### src/rtl/cdp1861_pkg.sv
// Shared timing constants, DMA state type and a window helper for the Pixie video controller.
// Latency: none (declarations only).
// Backpressure: none.
package cdp1861_pkg;

    localparam int CPL_DEFAULT = 14;   // machine cycles per raster line
    localparam int LPF_DEFAULT = 262;  // raster lines per frame
    localparam int DS_DEFAULT  = 80;   // first active display line
    localparam int DL_DEFAULT  = 128;  // number of active display lines
    localparam int BPL_DEFAULT = 8;    // DMA bytes fetched per active line
    localparam int VS_DEFAULT  = 4;    // vsync width in lines, from line 0

    localparam logic [1:0] SC_DMA = 2'b10;

    typedef enum logic [1:0] {
        DMA_IDLE = 2'd0,
        DMA_REQ  = 2'd1,
        DMA_DONE = 2'd2
    } dma_state_e;

    // True when v lies in [lo, lo+n).
    function automatic logic in_window(input int v, input int lo, input int n);
        return (v >= lo) && (v < lo + n);
    endfunction

endpackage

### src/rtl/cdp1861_shifter.sv
// Byte-to-pixel serialiser: 8-bit load/shift register with a 3-bit bit counter, MSB first.
// Latency: first bit on the clock after load, last bit 8 clocks after load.
// Backpressure: none; a load during an active shift restarts with the new byte.
module cdp1861_shifter (
    input  logic       clk_i,
    input  logic       rst_i,
    input  logic       load_i,
    input  logic [7:0] data_i,
    output logic       pixel_o,
    output logic       valid_o
);

    logic [6:0] sr_q;
    logic [2:0] cnt_q;
    logic       pixel_q;
    logic       valid_q;

    // Load presents bit 7 at once; remaining bits shift out one per clock until the counter drains.
    always_ff @(posedge clk_i) begin
        if (rst_i) begin
            sr_q    <= '0;
            cnt_q   <= '0;
            pixel_q <= 1'b0;
            valid_q <= 1'b0;
        end else if (load_i) begin
            pixel_q <= data_i[7];
            sr_q    <= data_i[6:0];
            cnt_q   <= 3'd7;
            valid_q <= 1'b1;
        end else if (valid_q) begin
            if (cnt_q == 3'd0) begin
                valid_q <= 1'b0;
                pixel_q <= 1'b0;
            end else begin
                pixel_q <= sr_q[6];
                sr_q    <= {sr_q[5:0], 1'b0};
                cnt_q   <= cnt_q - 3'd1;
            end
        end
    end

    assign pixel_o = pixel_q;
    assign valid_o = valid_q;

endmodule

### src/rtl/cdp1861.sv
// Pixie video DMA controller: raster timing, DMA-out requests, byte capture, frame flags.
// Latency: outputs registered one clock after cycle_en/strobe; pixels start 1 clock after the ack edge.
// Backpressure: a starved DMA line simply drops its unfetched bytes at the next line start.
module cdp1861
    import cdp1861_pkg::*;
#(
    parameter int CYCLES_PER_LINE = CPL_DEFAULT,
    parameter int LINES_PER_FRAME = LPF_DEFAULT,
    parameter int DISPLAY_START   = DS_DEFAULT,
    parameter int DISPLAY_LINES   = DL_DEFAULT,
    parameter int BYTES_PER_LINE  = BPL_DEFAULT,
    parameter int VSYNC_LINES     = VS_DEFAULT
) (
    input  logic       CLOCK,
    input  logic       RESET,
    input  logic       cycle_en,
    input  logic [1:0] SC,
    input  logic [7:0] dma_data,
    input  logic       disp_on_stb,
    input  logic       disp_off_stb,
    output logic       dma_out_req,
    output logic       INT_N,
    output logic       EF1_N,
    output logic       pixel,
    output logic       pix_valid,
    output logic       hsync,
    output logic       vsync
);

    localparam int BCNT_W = $clog2(BYTES_PER_LINE + 1);

    logic [3:0]        cyc_q, cyc_d;
    logic [8:0]        line_q, line_d;
    logic              disp_en_q, disp_en_d;
    logic              active_q;
    dma_state_e        state_q;
    logic [BCNT_W-1:0] bcnt_q;
    logic              req_q;
    logic              load_q;
    logic [7:0]        byte_q;
    logic              int_n_q, ef1_n_q, hsync_q, vsync_q;
    logic              cyc_wrap, line_start, ack;

    // Next-state of the raster counters and display enable; off strobe beats on strobe.
    always_comb begin
        cyc_wrap   = (cyc_q == 4'(CYCLES_PER_LINE - 1));
        line_start = cycle_en && cyc_wrap;
        cyc_d      = cyc_q;
        if (cycle_en) begin
            cyc_d = cyc_wrap ? 4'd0 : cyc_q + 4'd1;
        end
        line_d = line_q;
        if (line_start) begin
            line_d = (line_q == 9'(LINES_PER_FRAME - 1)) ? 9'd0 : line_q + 9'd1;
        end
        disp_en_d = disp_en_q;
        if (disp_off_stb) begin
            disp_en_d = 1'b0;
        end else if (disp_on_stb) begin
            disp_en_d = 1'b1;
        end
        ack = (state_q == DMA_REQ) && cycle_en && (SC == SC_DMA);
    end

    // Raster counters, display enable, and the per-line active flag latched at line start.
    always_ff @(posedge CLOCK) begin
        if (RESET) begin
            cyc_q     <= '0;
            line_q    <= '0;
            disp_en_q <= 1'b0;
            active_q  <= 1'b0;
        end else begin
            cyc_q     <= cyc_d;
            line_q    <= line_d;
            disp_en_q <= disp_en_d;
            if (line_start) begin
                active_q <= disp_en_q &&
                            in_window(int'(line_d), DISPLAY_START, DISPLAY_LINES);
            end
        end
    end

    // DMA state machine: request from cycle 2 of an active line until the byte quota or line end.
    always_ff @(posedge CLOCK) begin
        if (RESET) begin
            state_q <= DMA_IDLE;
            req_q   <= 1'b0;
            bcnt_q  <= '0;
            load_q  <= 1'b0;
            byte_q  <= '0;
        end else begin
            load_q <= ack;
            if (ack) begin
                byte_q <= dma_data;
            end
            case (state_q)
                DMA_IDLE: begin
                    if (cycle_en && (cyc_d == 4'd2) && active_q) begin
                        state_q <= DMA_REQ;
                        req_q   <= 1'b1;
                        bcnt_q  <= '0;
                    end
                end
                DMA_REQ: begin
                    if (ack) begin
                        bcnt_q <= bcnt_q + 1'b1;
                    end
                    if (line_start) begin
                        state_q <= DMA_IDLE;
                        req_q   <= 1'b0;
                    end else if (ack && (bcnt_q == BCNT_W'(BYTES_PER_LINE - 1))) begin
                        state_q <= DMA_DONE;
                        req_q   <= 1'b0;
                    end
                end
                DMA_DONE: begin
                    if (line_start) begin
                        state_q <= DMA_IDLE;
                    end
                end
                default: begin
                    state_q <= DMA_IDLE;
                    req_q   <= 1'b0;
                end
            endcase
        end
    end

    // Frame flags (gated by display enable) and sync pulses, decoded from next-state counters.
    always_ff @(posedge CLOCK) begin
        if (RESET) begin
            int_n_q <= 1'b1;
            ef1_n_q <= 1'b1;
            hsync_q <= 1'b0;
            vsync_q <= 1'b1;
        end else begin
            int_n_q <= !(disp_en_d && in_window(int'(line_d), DISPLAY_START - 2, 2));
            ef1_n_q <= !(disp_en_d &&
                         (in_window(int'(line_d), DISPLAY_START - 4, 4) ||
                          in_window(int'(line_d), DISPLAY_START + DISPLAY_LINES - 4, 4)));
            hsync_q <= (int'(cyc_d) >= CYCLES_PER_LINE - 2);
            vsync_q <= (int'(line_d) < VSYNC_LINES);
        end
    end

    cdp1861_shifter u_shifter (
        .clk_i   (CLOCK),
        .rst_i   (RESET),
        .load_i  (load_q),
        .data_i  (byte_q),
        .pixel_o (pixel),
        .valid_o (pix_valid)
    );

    assign dma_out_req = req_q;
    assign INT_N       = int_n_q;
    assign EF1_N       = ef1_n_q;
    assign hsync       = hsync_q;
    assign vsync       = vsync_q;

endmodule

### config.mk
export PLATFORM = sky130hd
export DESIGN_NAME = cdp1861
export DESIGN_NICKNAME = d
export VERILOG_FILES = /design/src/rtl/cdp1861_pkg.sv /design/src/rtl/cdp1861_shifter.sv /design/src/rtl/cdp1861.sv
export SDC_FILE = /design/constraint.sdc
export NUM_CORES = 1
export LEC_CHECK = 0
export BUFFER_PORTS_ARGS = -buffer_cell sky130_fd_sc_hd__buf_4
export CAP_MARGIN = 20
export CORE_ASPECT_RATIO = 1.75
export CORE_MARGIN = 2
export CORE_UTILIZATION = 50
export DETAILED_ROUTE_END_ITERATION = 10
export PLACE_DENSITY_LB_ADDON = 0.12
export SYNTH_ARGS = -nofsm -noshare
export SYNTH_HDL_FRONTEND = slang
export SYNTH_SLANG_ARGS = --single-unit
export TNS_END_PERCENT = 100
### constraint.sdc
create_clock -name CLOCK -period 1.8 [get_ports CLOCK]
set_input_delay 0.09 -clock CLOCK [delete_from_list [all_inputs] [get_ports CLOCK]]
set_output_delay 0.09 -clock CLOCK [all_outputs]
set_load 0.02 [all_outputs]
==> flow_summary.json <==
{
  "status": "finished, final reports clean",
  "synth_xor_xnor_area_share": 0.04448,
  "die_area_um2": 4895,
  "timing.final.crit_share": 0.9787,
  "detail-route-antenna-nets": 0,
  "cts_root_buf": "clkbuf_8",
  "synth_nets": 271,
  "place_inst": 320,
  "firstDrtPassIters": 4,
  "viasPerCell": 5.381,
  "syn_inst": 251,
  "max-clock-path-buffers": 2,
  "drt_iter0_drc": 23,
  "powerDensity_nw_per_um2": 776.9,
  "syn_to_final_growth_pct": 20.62,
  "fmax_mhz": 567.6,
  "path_class": "reg -> reg",
  "nNetsFinal": 301,
  "synth_top_family_by_area": "simple AND/OR/NAND/NOR gates",
  "worstPathArrival_ns": 1.95,
  "drcViolationCount": 0,
  "overflow": 0,
  "critPathMaxFanout": 6,
  "p_switching_mw": 0.3979,
  "regToRegSetupSlack_ns": 0.04,
  "htree_levels": 2,
  "num_vias": 1781,
  "finalPower_mw": 2.030,
  "hold_viol_final": 0,
  "post-route-util": 0.6295,
  "fin_cells": 331,
  "relSlewSlack": 0.6745,
  "ys_warn_count": 0,
  "dp_hpwl_um": 3112,
  "clockPowerShare": 0.449,
  "cellLeakagePower_nw": 1.042,
  "fin_crit_ns": 1.762,
  "place_congestion": 0.8455,
  "synthesis.area_um2": 2166,
  "antenna_found_initial": 0,
  "wl_per_cell_um": 12.83,
  "fin_skew_ns": 0.008393,
  "dieWidth_um": 53.75,
  "io_buffers": 21,
  "maxCapViolCount": 0,
  "slew_violations": 0,
  "start_util": 0.5219,
  "fp-row-count": 31,
  "synth_compound_area_frac": 0.1046,
  "end_kind": "flip-flop",
  "clk_latency_ns": 0.30,
  "peakVddDrop_mv": 0.7138,
  "power.internal_mw": 1.632,
  "synth-simple-area-share": 0.2750,
  "routed_wl_um": 4247,
  "hp-class": "in -> reg",
  "grt_use_total": 0.1957,
  "n_antenna_cell": 0,
  "critPathLaunchType": "flip-flop",
  "synthDistinctLibCells": 45,
  "grt_pass1_vias": 1645,
  "hold_depth": 2,
  "cts_tree": "built",
  "path_clk_slew_ns": 0.09,
  "p_sw_frac": 0.1960,
  "grt_pass1_wl_um": 7120,
  "r2r_cells": 7,
  "layout-drive-gt1-share": 0.2234,
  "crit_required_ns": 1.99,
  "tightest_slew_ns": 0.4846,
  "rsz0062_at_grt": "true",
  "setup_viol": 0,
  "synthAdderAreaFrac": 0.02889,
  "grt_max_degree": 43,
  "synthMuxAreaShare": 0.06932,
  "yosysSeqAreaShare": 0.4344,
  "p_comb_frac": 0.034,
  "cts_buffers": 5,
  "die_h_um": 91.07,
  "whs_ns": 0.01414,
  "avgSynthCellArea_um2": 8.629,
  "io_pins": 22,
  "core_um2": 4150,
  "seqPwrFrac": 0.517,
  "ys_ff_latch": 47,
  "numClockSinks": 47
}
worst max-delay path, cell delays in order, from the launching register on:
cell     delay (ns)
dfxtp_4        0.37
ha_2           0.17
and4b_1        0.22
nand2_2        0.11
nor3_1         0.17
a211o_2        0.15
nand4_1        0.10
or3_1          0.36
layout by cell type (no fill, tap or decap), types with 5 or more instances in the layout:
cell type / count
nor2_1: 50
dfxtp_1: 41
buf_4: 35
a21oi_1: 21
mux2i_1: 15
nand2_1: 14
inv_1: 8
nor3_1: 7
xnor2_1: 5
nor2b_1: 5
xor2_1: 5
clkbuf_8: 5
dfxtp_2: 5
synthesized netlist by cell type:
master / number / share of area
and4_2: 1 / 0.0046
buf_4: 1 / 0.0035
nor2b_1: 5 / 0.014
o211ai_1: 1 / 0.0035
nor3b_1: 5 / 0.017
a31oi_1: 3 / 0.0087
dfxtp_1: 47 / 0.43
xnor2_1: 6 / 0.024
nand4b_1: 2 / 0.0081
or3_1: 2 / 0.0058
and2_1: 3 / 0.0087
clkbuf_1: 8 / 0.014
o2111a_1: 1 / 0.0052
buf_2: 3 / 0.0069
o21bai_1: 1 / 0.0035
o21ai_0: 4 / 0.0092
nor4bb_1: 1 / 0.0046
nand3_1: 5 / 0.012
or2_2: 1 / 0.0029
nand3b_1: 3 / 0.010
a21oi_1: 21 / 0.049
ha_1: 5 / 0.029
a211oi_1: 2 / 0.0069
or4_4: 1 / 0.0052
xor2_1: 5 / 0.020
o22ai_1: 1 / 0.0029
and3_1: 1 / 0.0029
a21o_1: 1 / 0.0035
nand4bb_1: 1 / 0.0052
nor2_1: 50 / 0.087
a41o_1: 1 / 0.0046
nand2_2: 3 / 0.0087
nor3_4: 1 / 0.0075
nand4_1: 3 / 0.0087
o21a_1: 1 / 0.0035
nand4_2: 1 / 0.0058
or2b_1: 1 / 0.0035
nor3_1: 7 / 0.016
and4b_1: 2 / 0.0092
inv_1: 8 / 0.014
nand2_1: 14 / 0.024
mux2i_1: 15 / 0.069
a211o_2: 1 / 0.0046
buf_6: 1 / 0.0052
nand2b_1: 1 / 0.0029
through the flow:
stage                     area, um^2  setup WS, ns  setup TNS [ns]
after floorplan                 2166       0.03449               0
after detailed placement        2416     -0.007341       -0.007341
after global routing            2613      -0.02490        -0.03657
final                           2613       0.03825               0
after CTS                       2565       0.01944               0
after global placement          2416       0.04355               0
layout make-up:
class,instances,area (um^2)
multi-input combinational,183,1161
timing repair buffer,36,272.8
tap,49,61.31
clock inverter,3,67.56
clock buffer,5,68.82
inverter,8,30.03
sequential,47,950.9
fill,367,1538
state kept, by name, summed over array words and instances (netlist names), 2 cells and up:
register         count
line_q               9
byte_q               8
u_shifter.sr_q       7
bcnt_q               4
cyc_q                4
u_shifter.cnt_q      3
state_q              2
per-layer routing:
metal,part of all wire,wire length (um),up-vias,track usage
met5,0,0,-,0
met4,0.037,157,0,0.1132
met3,0.022,92,10,0.04276
met2,0.54,2306,23,0.3394
met1,0.40,1691,832,0.2013
li1,-,-,916,-
power groups by stage:
stage	combinational (mW)	clock [mW]	sequential, mW
2_1_floorplan	0.0355	0	1.07
3_3_place_gp	0.0679	0	1.07
3_5_place_dp	0.0680	0	1.07
4_1_cts	0.0700	0.940	1.05
5_1_grt	0.0769	0.970	1.05
6_report	0.0695	0.911	1.05
kinds of logic (layout without fill, tap and decap cells):
| family | after synthesis | after routing |
|---|---|---|
| compound gates | 38 | 38 |
| xor+xnor | 11 | 11 |
| fa+ha+maj | 5 | 5 |
| buf+inv | 21 | 52 |
| flops | 47 | 47 |
| mux | 15 | 15 |
| simple gates | 114 | 114 |
path summary, 6_finish.rpt:
path | start | endpoint
setup / recovery | line_q[0]$_SDFF_PP0_ | EF1_N$_SDFF_PP1_
hold / removal | RESET | disp_en_q$_SDFF_PP0_
setup reg to reg | line_q[0]$_SDFF_PP0_ | EF1_N$_SDFF_PP1_
hold reg to reg | byte_q[7]$_SDFFE_PP0P_ | u_shifter.pixel_o$_SDFFE_PP0P_
timing repair:
| action | in CTS | in global routing |
|---|---|---|
| setup buffers | 0 | 2 |
| hold buffers | 1 | 0 |
| endpoints found under the hold margin | 1 | 0 |
| pin swaps | 0 | 4 |
| resized for setup | 2 | 11 |
| endpoints found under the setup margin | 1 | 4 |
No activity file was read; power rests on OpenSTA's default activity.
